`src/rtl/video_pixel_serialiser_if.sv`:
```
// Byte-stream handshake into the pixel serialiser.
// The source drives data/valid; the serialiser answers with ready.
interface video_pixel_serialiser_if #(
    parameter int DATA_W = 8
);
    logic [DATA_W-1:0] data;
    logic              data_valid;
    logic              data_ready;

    modport master (
        output data,
        output data_valid,
        input  data_ready
    );

    modport slave (
        input  data,
        input  data_valid,
        output data_ready
    );
endinterface

```
`src/rtl/video_pixel_serialiser.sv`:
```
// VDG pixel serialiser: one-deep byte buffer, MSB-first unpack to
// 1/2/4 bpp at clk/1..clk/8, with blank substitution on underrun.
module video_pixel_serialiser #(
    parameter int DATA_W = 8,
    parameter int PIX_W  = 4
) (
    input  logic             clk,
    input  logic             reset_n,
    input  logic             enable_i,
    input  logic [1:0]       mode_i,
    input  logic [1:0]       div_sel_i,
    input  logic             clr_underrun_i,
    video_pixel_serialiser_if.slave in_if,
    output logic [PIX_W-1:0] pixel_o,
    output logic             pixel_strobe_o,
    output logic             underrun_o
);
    localparam int CW = $clog2(DATA_W + 1);

    // bpp code: 0 = 1bpp, 1 = 2bpp, 2 = 4bpp
    logic [1:0]        bpp_q, bpp_d;
    logic [2:0]        dcnt_q, dcnt_d;
    logic [DATA_W-1:0] hold_q, hold_d;
    logic              hold_full_q, hold_full_d;
    logic [DATA_W-1:0] sr_q, sr_d;
    logic [CW-1:0]     cnt_q, cnt_d;
    logic [PIX_W-1:0]  pixel_q, pixel_d;
    logic              strobe_q, strobe_d;
    logic              underrun_q, underrun_d;

    logic [2:0] term;
    logic [1:0] mode_code;
    logic       tick;
    logic       set_ur;

    function automatic logic [PIX_W-1:0] top_bits(
        input logic [DATA_W-1:0] v,
        input logic [1:0]        c
    );
        logic [PIX_W-1:0] r;
        r = '0;
        case (c)
            2'd0:    r = PIX_W'(v[DATA_W-1]);
            2'd1:    r = PIX_W'(v[DATA_W-1 -: 2]);
            default: r = PIX_W'(v[DATA_W-1 -: 4]);
        endcase
        return r;
    endfunction

    function automatic logic [DATA_W-1:0] shl(
        input logic [DATA_W-1:0] v,
        input logic [1:0]        c
    );
        logic [DATA_W-1:0] r;
        r = '0;
        case (c)
            2'd0:    r = v << 1;
            2'd1:    r = v << 2;
            default: r = v << 4;
        endcase
        return r;
    endfunction

    function automatic logic [CW-1:0] load_cnt(input logic [1:0] c);
        logic [CW-1:0] r;
        r = '0;
        case (c)
            2'd0:    r = CW'(DATA_W - 1);
            2'd1:    r = CW'(DATA_W / 2 - 1);
            default: r = CW'(DATA_W / 4 - 1);
        endcase
        return r;
    endfunction

    always_comb begin
        term = 3'd0;
        case (div_sel_i)
            2'd0:    term = 3'd0;
            2'd1:    term = 3'd1;
            2'd2:    term = 3'd3;
            default: term = 3'd7;
        endcase
        mode_code = 2'd1;
        case (mode_i)
            2'b00:   mode_code = 2'd0;
            2'b10:   mode_code = 2'd2;
            default: mode_code = 2'd1;
        endcase
    end

    // >= so that lowering div_sel mid-count still ticks promptly
    assign tick = enable_i && (dcnt_q >= term);

    always_comb begin
        bpp_d       = bpp_q;
        dcnt_d      = dcnt_q;
        hold_d      = hold_q;
        hold_full_d = hold_full_q;
        sr_d        = sr_q;
        cnt_d       = cnt_q;
        pixel_d     = pixel_q;
        strobe_d    = 1'b0;
        set_ur      = 1'b0;

        if (in_if.data_valid && !hold_full_q) begin
            hold_d      = in_if.data;
            hold_full_d = 1'b1;
        end

        if (!enable_i) begin
            dcnt_d  = '0;
            cnt_d   = '0;
            pixel_d = '0;
        end else if (!tick) begin
            dcnt_d = dcnt_q + 3'd1;
        end else begin
            dcnt_d   = '0;
            strobe_d = 1'b1;
            if (cnt_q != '0) begin
                pixel_d = top_bits(sr_q, bpp_q);
                sr_d    = shl(sr_q, bpp_q);
                cnt_d   = cnt_q - CW'(1);
            end else if (hold_full_q) begin
                // mode is sampled only at byte boundaries
                bpp_d       = mode_code;
                pixel_d     = top_bits(hold_q, mode_code);
                sr_d        = shl(hold_q, mode_code);
                cnt_d       = load_cnt(mode_code);
                hold_full_d = 1'b0;
            end else begin
                pixel_d = '0;
                set_ur  = 1'b1;
            end
        end

        underrun_d = underrun_q;
        if (set_ur) begin
            underrun_d = 1'b1;
        end else if (clr_underrun_i) begin
            underrun_d = 1'b0;
        end
    end

    always_ff @(posedge clk or negedge reset_n) begin
        if (!reset_n) begin
            bpp_q       <= 2'd0;
            dcnt_q      <= '0;
            hold_q      <= '0;
            hold_full_q <= 1'b0;
            sr_q        <= '0;
            cnt_q       <= '0;
            pixel_q     <= '0;
            strobe_q    <= 1'b0;
            underrun_q  <= 1'b0;
        end else begin
            bpp_q       <= bpp_d;
            dcnt_q      <= dcnt_d;
            hold_q      <= hold_d;
            hold_full_q <= hold_full_d;
            sr_q        <= sr_d;
            cnt_q       <= cnt_d;
            pixel_q     <= pixel_d;
            strobe_q    <= strobe_d;
            underrun_q  <= underrun_d;
        end
    end

    assign in_if.data_ready = ~hold_full_q;
    assign pixel_o          = pixel_q;
    assign pixel_strobe_o   = strobe_q;
    assign underrun_o       = underrun_q;
endmodule

```
`src/flat_wrapper.sv`:
```
// flat-port wrapper written by rule: the top's interface ports become plain ports
module video_pixel_serialiser_flat 
#(
    parameter int DATA_W = 8,
    parameter int PIX_W  = 4
)
  (clk, reset_n, enable_i, mode_i, div_sel_i, clr_underrun_i, pixel_o, pixel_strobe_o, underrun_o, in_if_data, in_if_data_valid, in_if_data_ready);
  video_pixel_serialiser_if #(.DATA_W(DATA_W)) in_if_i ();
  input  logic clk;
  input  logic reset_n;
  input  logic enable_i;
  input  logic [1:0] mode_i;
  input  logic [1:0] div_sel_i;
  input  logic clr_underrun_i;
  output logic [PIX_W-1:0] pixel_o;
  output logic pixel_strobe_o;
  output logic underrun_o;
  input wire logic [$bits(in_if_i.data)-1:0] in_if_data;
  input wire logic [$bits(in_if_i.data_valid)-1:0] in_if_data_valid;
  output wire logic [$bits(in_if_i.data_ready)-1:0] in_if_data_ready;
  assign in_if_i.data = in_if_data;
  assign in_if_i.data_valid = in_if_data_valid;
  assign in_if_data_ready = in_if_i.data_ready;
  video_pixel_serialiser #(.DATA_W(DATA_W), .PIX_W(PIX_W)) u_core (.clk(clk), .reset_n(reset_n), .enable_i(enable_i), .mode_i(mode_i), .div_sel_i(div_sel_i), .clr_underrun_i(clr_underrun_i), .in_if(in_if_i), .pixel_o(pixel_o), .pixel_strobe_o(pixel_strobe_o), .underrun_o(underrun_o));
endmodule
```
`config.mk`:
```
export PLATFORM = sky130hd
export DESIGN_NAME = video_pixel_serialiser_flat
export DESIGN_NICKNAME = d
export VERILOG_FILES = /design/src/rtl/video_pixel_serialiser_if.sv /design/src/rtl/video_pixel_serialiser.sv /design/src/flat_wrapper.sv
export SDC_FILE = /design/constraint.sdc
export NUM_CORES = 1
export LEC_CHECK = 0
export BUFFER_PORTS_ARGS = -buffer_cell sky130_fd_sc_hd__buf_2
export CAP_MARGIN = 20
export CORE_MARGIN = 2
export CORE_UTILIZATION = 45
export CTS_CLUSTER_DIAMETER = 150
export DETAILED_ROUTE_END_ITERATION = 10
export PLACE_DENSITY = 0.63
export REMOVE_ABC_BUFFERS = 1
export SYNTH_ARGS = -nofsm -noshare
export SYNTH_HDL_FRONTEND = slang
export SYNTH_SLANG_ARGS = --single-unit
```
`constraint.sdc`:
```
create_clock -name clk -period 1.9 [get_ports clk]
set_input_delay 0.38 -clock clk [delete_from_list [all_inputs] [get_ports clk]]
set_output_delay 0.38 -clock clk [all_outputs]
set_load 0.005 [all_outputs]
```
Word level (Yosys, flattened, before mapping)
Index checks and enable logic that the tools add are counted.

Bits in registers: 32. Word-level logic and storage cells: 66.

Eq/ne operators: 7. Magnitude comparators: 1. Reduce and logical (&&, ||, !) cells: 13. Bitwise gates (word level): 2. Add/subtract/negate cells: 2. Muxes and demuxes: 32.

Operator list (count): 4-bit 2-to-1 mux (8); 8-bit one-hot mux with 2 select lines (2); 8-bit 2-to-1 mux (2); 4-bit one-hot mux with 2 select lines (2); 1-bit 2-to-1 mux (13); 3-bit one-hot mux with 3 select lines (1); 2-bit logical NOT (4); 2-bit by 1-bit == test with 1-bit output, second input constant (3); 3-bit 2-to-1 mux (2); 3-bit one-hot mux with 2 select lines (1); 2-bit == test, second input constant (2); 2-bit one-hot mux with 2 select lines (1); 4-bit AND reduction (1); 2-bit nonzero test (2); 4-bit nonzero test (1); 4-bit by 1-bit subtractor with 4-bit output, second input constant (1); 3-bit by 1-bit adder with 3-bit output, second input constant (1); 3-bit greater-or-equal comparator (1); 3-bit by 1-bit inequality test with 1-bit output, second input constant (1); 3-bit AND reduction (1); 1-bit logical AND (2); 2-bit by 1-bit inequality test with 1-bit output, second input constant (1); 1-bit NOT (2); 2-bit AND reduction (1); 1-bit logical NOT (1).

Logic depth before layout (Yosys ltp)
Gate-level depths: netlist of run 1.

Word-level depth: 8. Depth in mapped cells: 7. Depth with buffers taken out: 6.

Worst setup path after synthesis of run 1
No wires, ideal clock.

Path type: input port to flip-flop. Start: input div_sel_i[1]. End: register u_core.sr_q[3]. Setup slack: 73 ps. Arrival: 1700 ps. Cell stages on the path: 6. Path through: or2_2 > ha_1 > nor2b_1 > o21ai_2 > nand3_4 > mux2_1.

Cells in the longest elaborated chain, start to end: 5. Elaborated cells between the ends (all ways): 7. Those cells by class: 1 x order compare; 2 x eq/ne; 1 x mux; 3 x reduce/logical.

RTL lines: start, declared (line flat_wrapper.sv:13) `input logic [1:0] div_sel_i;`; 2-bit == test (tied with other cells) (line video_pixel_serialiser.sv:77) `case (div_sel_i)`; 3-bit one-hot mux with 3 select lines * (line video_pixel_serialiser.sv:77); 3-bit greater-or-equal comparator * (line video_pixel_serialiser.sv:92) `assign tick = enable_i && (dcnt_q >= term);`; 1-bit logical AND * (line video_pixel_serialiser.sv:92); 3-bit AND reduction (no source line) *; end signal, assigned (line video_pixel_serialiser.sv:160) `sr_q <= sr_d;`; end, declared (line video_pixel_serialiser.sv:25) `logic [DATA_W-1:0] sr_q, sr_d;`.

Mark *: on every way between the ends. The rest lies on a longest branch, timed or not. A chain may end at the register's enable or synchronous reset.

Final worst setup path of run 1
Start: register u_core.cnt_q[0]. End: register u_core.cnt_q[1].

Cells in the longest elaborated chain, start to end: 4. Elaborated cells between the ends (all ways): 7. Those cells by class: 1 x add/sub; 1 x eq/ne; 3 x mux; 2 x reduce/logical.

RTL lines: start, declared (line video_pixel_serialiser.sv:26) `logic [CW-1:0] cnt_q, cnt_d;`; start signal, assigned (line video_pixel_serialiser.sv:161) `cnt_q <= cnt_d;`; 4-bit by 1-bit subtractor with 4-bit output or 4-bit nonzero test (tied branches) (line video_pixel_serialiser.sv:122, video_pixel_serialiser.sv:119); 4-bit 2-to-1 mux (line video_pixel_serialiser.sv:119) `if (cnt_q != '0) begin`; 4-bit 2-to-1 mux (line video_pixel_serialiser.sv:114) `end else if (!tick) begin`; 4-bit 2-to-1 mux (line video_pixel_serialiser.sv:110) `if (!enable_i) begin`.

Several ways; a longest one is shown, not always the timed one. The select of a mux whose other input is x is not followed.

==> impl_metrics.csv, run 1 <==
group,metric,value,unit
placement,place_congestion,0.809,
synth,ys_ff_latch,31,
grt,gr-total-overflow,0,
synth,synth_seq_area_share,44.0,%
floorplan,row_count,22,
setup_path,path_buf_inv,2,
setup_path,path_delay_family,"compound AO/OA/AOI/OAI gates",
route,drtIter0Drc,53,
clock_tree,clk_pin_slew,0.06,ns
cells_and_area,final_nets,217,
sta,rsz0062_at_grt,"false",
synth,synth_cell_types,42,
setup_path,rrSetupSlack,0.11,ns
sta,setup_violations,0,
run,max_cap_violations,0,
sta,worst-slew-pin-transition,0.685,ns
route,wire_per_inst,14.6,um
synth,async_flop_share,100,%
sta,clock.fmax,560,MHz
grt,grt_max_degree,32,
route,vias,1369,
floorplan,io_pins,24,
route,drc,0,
setup_path,path_max_fanout,13,
sta,whs,0.136,ns
setup_path,worst_setup_path_end_kind,"register",
outcome,outcome,"finished, final reports clean",
pwr,p_leak,0.926,nW
cells_and_area,area_growth,14.3,%
setup_path,critical_path_required,2.08,ns
grt,grt_usage,18.9,%
synth,synth_cells,168,
cells_and_area,multi_input_area,907,um2
sta,hold_violations,0,
grt,grt_pass1_vias,1351,
synth,yosysWarnings,0,
synth,synthFlopType,"dfrtp_1",
setup_path,startpoint_type,"register",
route,drt_wl_total,3540,um
clock_tree,cts_tree,"done",
clock_tree,cts_hold_buf,0,
clock_tree,cts_made_buffers,5,
sta,fin_worst_skew,0.00388,ns
floorplan,die_area,4430,um2
placement,numPortBuffers,23,
synth,synth_edf_count,0,
cells_and_area,regArea,776,um2
cells_and_area,layout-drive-gt1-share,29.4,%
sta,min_period,1.79,ns
clock_tree,clock_path_buffers,2,
placement,dpl.hpwl,2640,um
grt,antenna_found_initial,0,
pwr,p_per_area,1630,nW/um2
cells_and_area,utilization,54.2,%
setup_path,worst-path-stages,7,
setup_path,r2r_start,"u_core.cnt_q[0]$_DFFE_PN0P_",
route,postRouteAntennaNets,0,
sta,fin_crit_sh,94.0,%
sta,relSlewSlack,54.3,%
setup_path,critical_path_class,"reg -> reg",
grt,grt_pass1_wl,6270,um
floorplan,die_w,66.6,um
sta,maxSlewViolCount,0,
setup_path,r2r_cells,7,
setup_path,slowest_delay,0.41,ns
setup_path,path_cells,"inv_1 > ha_1 > nor3b_4 > buf_4 > and3_1 > a21o_1 > a211oi_1",
synth,avgSynthCellArea,10.5,um2
clock_tree,cts.sinks,31,
floorplan,die_h,66.6,um
setup_path,r2r_end,"u_core.cnt_q[1]$_DFFE_PN0P_",
cells_and_area,fillers,348,
cells_and_area,n_antenna_cell,0,
clock_tree,clockRootBuffer,"clkbuf_8",
clock_tree,htreeDepth,2,
setup_path,cp_data_arrival_time,1.96,ns
floorplan,initial_core_util,47.4,%
setup_path,crit_path_top_delay_cell,"dfrtp_1",
hold_path,hold_class,"in -> async",
route,first_pass_iters,4,
route,via_per_inst,5.66,
synth,netlist_area,1760,um2
clock_tree,clkLatencyLatePin,0.28,ns
pwr,ir_worst_vdd,0.000583,V
floorplan,core,3720,um2
[timing repair]
| action | CTS | global route |
|---|---|---|
| buffers inserted | 0 | 1 |
| setup endpoints to repair | 0 | 7 |
| resized for setup | 0 | 1 |
[layout by cell type (no fill, tap or decap), types with 2 or more instances in the layout]
cell type / netlist / routed
o32ai_1: 2 / 2
nand2_1: 8 / 8
a21oi_1: 9 / 9
mux2i_1: 6 / 6
buf_2: 5 / 23
mux2_2: 15 / 15
clkbuf_8: 0 / 6
a211oi_1: 6 / 6
o2bb2ai_1: 3 / 3
a21o_1: 2 / 2
nand3b_1: 2 / 2
and3_1: 3 / 3
nor2_1: 6 / 6
dfrtp_1: 31 / 31
nand3_1: 5 / 5
o21ai_1: 2 / 2
nor2b_1: 8 / 8
buf_4: 0 / 5
a32oi_1: 2 / 2
o21ai_0: 13 / 13
inv_1: 8 / 8
o21a_1: 2 / 2
ha_1: 6 / 6
a22oi_1: 2 / 2
[layout make-up]
cell class,count,share of cell area (%)
inverter,8,1.49
tap,48,2.98
clock buffer,6,4.10
timing repair buffer,28,7.58
multi-input combinational,120,45.1
clock inverter,1,0.249
sequential,31,38.5
[worst register-to-register path, cell delays in order (launching register included)]
cell and delay [ns]:
dfrtp_1 0.41, inv_1 0.09, ha_1 0.21, nor3b_4 0.15, buf_4 0.18, and3_1 0.20, a21o_1 0.16, a211oi_1 0.27
[how the worst max path moves through the flow]
| stage | start | to | slack (ns) |
|---|---|---|---|
| 3_3_place_gp | div_sel_i[1] | u_core.sr_q[3]$_DFFE_PN0P_ | -0.07 |
| 3_5_place_dp | div_sel_i[1] | u_core.cnt_q[1]$_DFFE_PN0P_ | -0.14 |
| 4_1_cts | u_core.cnt_q[0]$_DFFE_PN0P_ | u_core.cnt_q[1]$_DFFE_PN0P_ | 0.1 |
| 5_1_grt | u_core.cnt_q[0]$_DFFE_PN0P_ | u_core.cnt_q[1]$_DFFE_PN0P_ | 0.02 |
| 6_report | u_core.cnt_q[0]$_DFFE_PN0P_ | u_core.cnt_q[1]$_DFFE_PN0P_ | 0.11 |
| 2_1_floorplan | div_sel_i[1] | u_core.sr_q[3]$_DFFE_PN0P_ | -0.12 |
[synth_stat cells, types with 2 or more instances]
library cell   n  area share, %
a211oi_1       6            2.6
a21o_1         2           0.85
a21oi_1        9            2.6
a22oi_1        2           0.85
a32oi_1        2           0.99
and3_1         3            1.1
buf_2          5            1.4
buf_6          2            1.3
clkbuf_1       2           0.43
dfrtp_1       31             44
ha_1           6            4.3
inv_1          8            1.7
mux2_2        15            9.6
mux2i_1        6            3.4
nand2_1        8            1.7
nand3_1        5            1.4
nand3b_1       2           0.85
nor2_1         6            1.3
nor2b_1        8            2.8
o21a_1         2           0.85
o21ai_0       13            3.7
o21ai_1        2           0.57
o2bb2ai_1      3            1.5
o32ai_1        2           0.99
[sequential cells by signal (all words and copies together) (netlist names)]
name	count
u_core.underrun_o	1
u_core.cnt_q	4
u_core.sr_q	7
u_core.pixel_o	4
u_core.dcnt_q	3
u_core.hold_q	8
u_core.bpp_q	2
u_core.hold_full_q	1
u_core.pixel_strobe_o	1
[cells by family after synthesis]
kind of cell               count (synthesis)  share of synthesized area, %
AOI/OAI and AO/OA                         50                          18.7
adders and majority gates                  6                          4.26
and+or+nand+nor                           40                          13.2
xor gates and xnor gates                   1                         0.497
buffers and inverters                     17                          4.83
DFF                                       31                          44.0
muxes                                     23                          14.5
[through the flow]
step / total power (W) / TNS, ns / area (um2) / worst slack (ns) / instances
2_1_floorplan: 0.00224 / -0.790 / 1710 / -0.119 / 159
3_3_place_gp: 0.00268 / -0.700 / 1910 / -0.0682 / 234
3_5_place_dp: 0.00273 / -1.19 / 1910 / -0.139 / 234
4_1_cts: 0.00327 / 0 / 2000 / 0.0984 / 241
5_1_grt: 0.00357 / 0 / 2010 / 0.0197 / 242
6_report: 0.00328 / 0 / 2010 / 0.115 / 242
[layer usage]
layer	share of wire, %	track usage, %
met1	48	23.9
met2	46	30.1
met3	4.6	6.08
met4	1.8	6.89
met5	0	0
[report_power, final]
| group | internal, W | total [W] | switching, W |
|---|---|---|---|
| registers | 0.000933 | 0.00126 | 0.000327 |
| logic | 0.000778 | 0.00151 | 0.000732 |
| clock network | 0.000283 | 0.000512 | 0.000228 |
Note: power is estimated with default switching activity, not from simulation.
==> run 2, diff against run 1 <==
--- a/config.mk
+++ b/config.mk
@@ -13,6 +13,7 @@
 export DETAILED_ROUTE_END_ITERATION = 10
 export PLACE_DENSITY = 0.63
 export REMOVE_ABC_BUFFERS = 1
+export SLEW_MARGIN = 20
 export SYNTH_ARGS = -nofsm -noshare
 export SYNTH_HDL_FRONTEND = slang
 export SYNTH_SLANG_ARGS = --single-unit
==> constraint.sdc (replaced) <==
create_clock -name clk -period 2.22 [get_ports clk]
set_input_delay 0.444 -clock clk [delete_from_list [all_inputs] [get_ports clk]]
set_output_delay 0.444 -clock clk [all_outputs]
set_load 0.005 [all_outputs]
==> run 2 against run 1 <==
  * First-iteration DRC count fell by 30%
  * Critical path depth rose by 1
  * Die area did not move
  * Via count fell by 1.0%
  * Global-route usage rose by 0.61 points
==> impl_metrics.csv, run 2 (synthesis results as in run 1) <==
group,metric,value,unit
placement,dpl.hpwl,2720,um
setup_path,path_delay_family,"compound AO/OA/AOI/OAI gates",
route,via_per_inst,5.62,
cells_and_area,layout_common_cells,"31 x dfrtp_1, 23 x buf_2, 15 x mux2_2",
setup_path,critical_path_class,"in -> reg",
setup_path,critical_path_required,2.41,ns
cells_and_area,largest-register,"u_core.hold_q",
hold_path,hold_class,"in -> async",
clock_tree,htreeDepth,2,
clock_tree,cts_tree,"done",
sta,clock.fmax,559,MHz
setup_path,path_buf_inv,2,
sta,min_period,1.79,ns
clock_tree,clkLatencyLatePin,0.29,ns
route,postRouteAntennaNets,0,
grt,grt_usage,19.5,%
outcome,outcome,"finished, final reports clean",
cells_and_area,area_growth,12.7,%
grt,gr-total-overflow,0,
clock_tree,clockRootBuffer,"clkbuf_8",
clock_tree,cts.sinks,31,
sta,worst-slew-pin-transition,0.668,ns
sta,hold_violations,0,
cells_and_area,utilization,53.4,%
route,vias,1355,
clock_tree,post_cts_buffers,0,
floorplan,die_w,66.6,um
route,drt_wl_total,3630,um
sta,setup_tns,0,ns
setup_path,path_max_fanout,13,
floorplan,io_pins,24,
sta,setup_violations,0,
sta,fin_crit_sh,80.6,%
pwr,ir_worst_vdd,0.000837,V
cells_and_area,final_nets,215,
floorplan,core,3720,um2
sta,rsz0062_at_grt,"false",
setup_path,startpoint_type,"input port",
grt,grt_pass1_wl,6430,um
floorplan,die_area,4430,um2
route,drc,0,
cells_and_area,final_common_cell,"dfrtp_1",
sta,relSlewSlack,55.5,%
pwr,p_leak,0.909,nW
clock_tree,cts_made_buffers,5,
cells_and_area,layout-drive-gt1-share,28.0,%
clock_tree,cts.repair.resized,0,
clock_tree,cts_hold_buf,0,
grt,antenna_found_initial,0,
floorplan,row_count,22,
route,wire_per_inst,15.0,um
pwr,p_per_area,1390,nW/um2
floorplan,die_h,66.6,um
route,first_pass_iters,4,
setup_path,cp_data_arrival_time,1.98,ns
setup_path,crit_path_top_delay_cell,"or2_2",
route,drtIter0Drc,37,
setup_path,path_cells,"buf_2 > or2_2 > ha_1 > nor2b_1 > o21ai_2 > buf_4 > a21oi_1 > a311oi_1",
grt,grt_pass1_vias,1340,
clock_tree,clk_pin_slew,0.06,ns
setup_path,worst_setup_path_end_kind,"register",
clock_tree,clock_path_buffers,2,
sta,maxSlewViolCount,0,
floorplan,initial_core_util,47.4,%
cells_and_area,n_antenna_cell,0,
sta,fin_worst_skew,0.00546,ns
cells_and_area,fillers,351,
cells_and_area,largest_register_ffs,8,
run,max_cap_violations,0,
placement,place_congestion,0.810,
cells_and_area,top_regs,"u_core.hold_q x8, u_core.sr_q x7",
grt,grt_max_degree,32,
setup_path,slowest_delay,0.30,ns
placement,numPortBuffers,23,
## run 2: stage by stage
stage / total power (W) / hold WS [ns] / worst slack (ns) / std cells / area, um2
3_5_place_dp: 0.00233 / 0.466 / 0.107 / 233 / 1900
5_1_grt: 0.00300 / 0.234 / 0.249 / 241 / 1990
3_3_place_gp: 0.00227 / 0.446 / 0.186 / 233 / 1900
2_1_floorplan: 0.00192 / 0.148 / 0.137 / 159 / 1710
4_1_cts: 0.00276 / 0.205 / 0.431 / 241 / 1990
6_report: 0.00276 / 0.187 / 0.430 / 241 / 1990
## run 2: routing by layer
metal / vias to the layer above / part of all wire [%] / GRT usage [%]
li1: 662 / - / -
met1: 657 / 48 / 26.2
met2: 31 / 46 / 29.4
met3: 5 / 4.7 / 5.91
met4: 0 / 1.5 / 7.65
met5: - / 0 / 0
## run 2: final cells by class
type	count	area [um2]	share of cell area, %
timing repair buffer	26	138	6.93
tap	48	60.1	3.02
multi-input combinational	120	901	45.4
inverter	8	30.0	1.51
clock inverter	1	5.00	0.252
clock buffer	7	76.3	3.84
sequential	31	776	39.1
## run 2: final timing paths
check	startpoint	end	slack [ns]	depth (start not counted)
max in group asynchronous	reset_n	u_core.cnt_q[2]$_DFFE_PN0P_	1.60	1
min	reset_n	u_core.sr_q[2]$_DFFE_PN0P_	0.19	1
min reg2reg	u_core.dcnt_q[0]$_DFF_PN0_	u_core.dcnt_q[0]$_DFF_PN0_	0.46	1
min in group clk	clr_underrun_i	u_core.underrun_o$_DFFE_PN0P_	0.34	2
max	div_sel_i[1]	u_core.cnt_q[0]$_DFFE_PN0P_	0.43	8
max reg2reg	u_core.cnt_q[0]$_DFFE_PN0P_	u_core.cnt_q[1]$_DFFE_PN0P_	0.43	7
## run 2: where the power goes
part | switching [W] | leakage [nW] | internal [W]
sequential | 0.000286 | 0.394 | 0.000798
combinational | 0.000628 | 0.472 | 0.000620
clock | 0.000205 | 0.0422 | 0.000219
==> run 3, diff against run 2 <==
--- a/config.mk
+++ b/config.mk
@@ -11,7 +11,7 @@
 export CORE_UTILIZATION = 45
 export CTS_CLUSTER_DIAMETER = 150
 export DETAILED_ROUTE_END_ITERATION = 10
-export PLACE_DENSITY = 0.63
+export PLACE_DENSITY = 0.65
 export REMOVE_ABC_BUFFERS = 1
 export SLEW_MARGIN = 20
 export SYNTH_ARGS = -nofsm -noshare
==> constraint.sdc (replaced) <==
create_clock -name clk -period 1.52 [get_ports clk]
set_input_delay 0.304 -clock clk [delete_from_list [all_inputs] [get_ports clk]]
set_output_delay 0.304 -clock clk [all_outputs]
set_load 0.005 [all_outputs]
==> run 3 against run 2 <==
  * Via count increased by 9.7%
  * Die area unchanged
  * Clock skew increased by 0.0021 ns
  * Critical path depth decreased by 1
  * Non-clock buffer count increased by 20
  * Design area increased by 18%
  * Routed wire length increased by 15%
  * Utilization increased by 9.6 points
  * Sequential share of layout area decreased by 6.0 points
  * Hold slack got worse by 0.15 ns
  * The run now ends with negative setup slack left
==> impl_metrics.csv, run 3 (synthesis results as in run 1) <==
group,metric,value,unit
cells_and_area,area_growth,33.0,%
pwr,p_per_area,2100,nW/um2
pwr,p_leak,1.07,nW
placement,dp.cells,246,
hold_path,hold_class,"in -> async",
clock_tree,clock_path_buffers,2,
setup_path,worst_setup_path_end_kind,"register",
grt,grt_usage,20.7,%
floorplan,row_count,22,
sta,setup_violations,16,
grt,antenna_found_initial,0,
route,via_per_inst,5.72,
setup_path,critical_path_class,"reg -> reg",
sta,clock.fmax,614,MHz
setup_path,cp_data_arrival_time,1.79,ns
placement,dp_worst_setup_slack,-0.484,ns
route,wire_per_inst,16.0,um
cells_and_area,final_common_cell,"dfrtp_1",
cells_and_area,layout_common_cells,"31 x dfrtp_1, 23 x buf_2, 18 x buf_4",
floorplan,die_w,66.6,um
sta,fin_worst_skew,0.00761,ns
run,max_cap_violations,0,
cells_and_area,n_antenna_cell,0,
clock_tree,cts_tree,"done",
setup_path,slowest_delay,0.40,ns
clock_tree,cts_made_buffers,5,
cells_and_area,largest_register_ffs,8,
sta,setup_tns,-1.10,ns
sta,maxSlewViolCount,0,
placement,dpl.hpwl,2730,um
setup_path,critical_path_required,1.68,ns
outcome,outcome,"complete, but fails checks",
grt,grt_pass1_wl,6940,um
grt,gr-total-overflow,0,
cells_and_area,utilization,63.1,%
floorplan,die_h,66.6,um
cells_and_area,design_area,2340,um2
setup_path,r2r_cells,7,
cells_and_area,final_nets,236,
clock_tree,clk_pin_slew,0.06,ns
placement,dpl_cell_area,2000,um2
placement,numPortBuffers,23,
setup_path,crit_path_top_delay_cell,"dfrtp_1",
cells_and_area,top_regs,"u_core.hold_q x8, u_core.sr_q x7",
placement,place_congestion,0.837,
floorplan,core,3720,um2
setup_path,startpoint_type,"register",
pwr,ir_worst_vdd,0.00106,V
cells_and_area,largest-register,"u_core.hold_q",
sta,hold_violations,0,
clock_tree,clockRootBuffer,"clkbuf_8",
setup_path,path_max_fanout,8,
cells_and_area,final_cells,260,
sta,rsz0062_at_grt,"true",
grt,grt_max_degree,32,
route,drt_wl_total,4170,um
sta,fin_crit_sh,107,%
route,drtIter0Drc,50,
sta,setup_slack,-0.109,ns
sta,relSlewSlack,72.0,%
clock_tree,clkLatencyLatePin,0.28,ns
cells_and_area,layout-drive-gt1-share,45.3,%
outcome,violations,"negative setup slack",
route,drc,0,
route,vias,1486,
sta,worst-slew-pin-transition,0.420,ns
clock_tree,cts.sinks,31,
route,first_pass_iters,4,
route,postRouteAntennaNets,0,
clock_tree,cts_hold_buf,0,
floorplan,initial_core_util,47.4,%
grt,grt_pass1_vias,1494,
sta,min_period,1.63,ns
floorplan,die_area,4430,um2
clock_tree,htreeDepth,2,
setup_path,path_cells,"inv_2 > ha_4 > nor3b_4 > buf_4 > nand2_4 > nand3_4 > mux2_4",
floorplan,io_pins,24,
cells_and_area,fillers,299,
[run 3: cell types whose count changed in the layout (fill, tap and decap cells not counted), moves of 4 or more]
cell,previous run,this run
buf_6,0,5
mux2_4,1,7
buf_4,3,18
ha_4,0,4
ha_1,6,2
mux2_2,15,10
[run 3: timing repair]
action,4_1_cts,5_1_grt
gates resized for setup,29,17
gates cloned,1,0
setup buffers,3,4
pin swaps,8,12
endpoints found under the setup margin,20,21
[run 3: worst max-delay path: cells and delay by family (launching register included)]
family                   cells  cell delay, ns
multiplexers                 1            0.32
flip-flops                   1            0.40
AND/OR/NAND/NOR              3            0.42
buffers and inverters        2            0.23
adder cells (fa/ha/maj)      1            0.14
[run 3: cell type report]
type,count,area (um2),area share (%)
multi-input cells,121,1100,46.9
repair buffers,46,307,13.1
well taps,48,60.1,2.56
flip-flops and latches,31,776,33.1
inverters,8,30.0,1.28
clock buffers,6,72.6,3.10
[run 3: final timing paths]
check,start,to,slack (ns)
max in group asynchronous,reset_n,u_core.pixel_o[2]$_DFFE_PN0P_,1.20
min in group clk,clr_underrun_i,u_core.underrun_o$_DFFE_PN0P_,0.21
max reg2reg,u_core.cnt_q[0]$_DFFE_PN0P_,u_core.sr_q[6]$_DFFE_PN0P_,-0.11
min reg2reg,u_core.underrun_o$_DFFE_PN0P_,u_core.underrun_o$_DFFE_PN0P_,0.52
min,reset_n,u_core.cnt_q[0]$_DFFE_PN0P_,0.04
max,u_core.cnt_q[0]$_DFFE_PN0P_,u_core.sr_q[6]$_DFFE_PN0P_,-0.11
[run 3: routing by layer]
metal	vias to the layer above	wire length, um	share of wire, %	GRT usage, %
li1	705	-	-	-
met1	737	1830	44	26.5
met2	38	2120	51	35.0
met3	6	158	3.8	4.05
met4	0	59	1.4	6.89
met5	-	0	0	0
[run 3: power by group]
group	switching (W)	internal (W)
Combinational	0.00122	0.00152
Clock	0.000282	0.000305
Sequential	0.000434	0.00117
Total	0.00194	0.00299
[run 3: metrics by stage]
step,power [W],hold slack [ns]
after floorplan,0.00280,0.00841
after global routing,0.00529,0.0646
after global placement,0.00355,0.341
final,0.00493,0.0362
after CTS,0.00464,0.0486
after detailed placement,0.00362,0.349
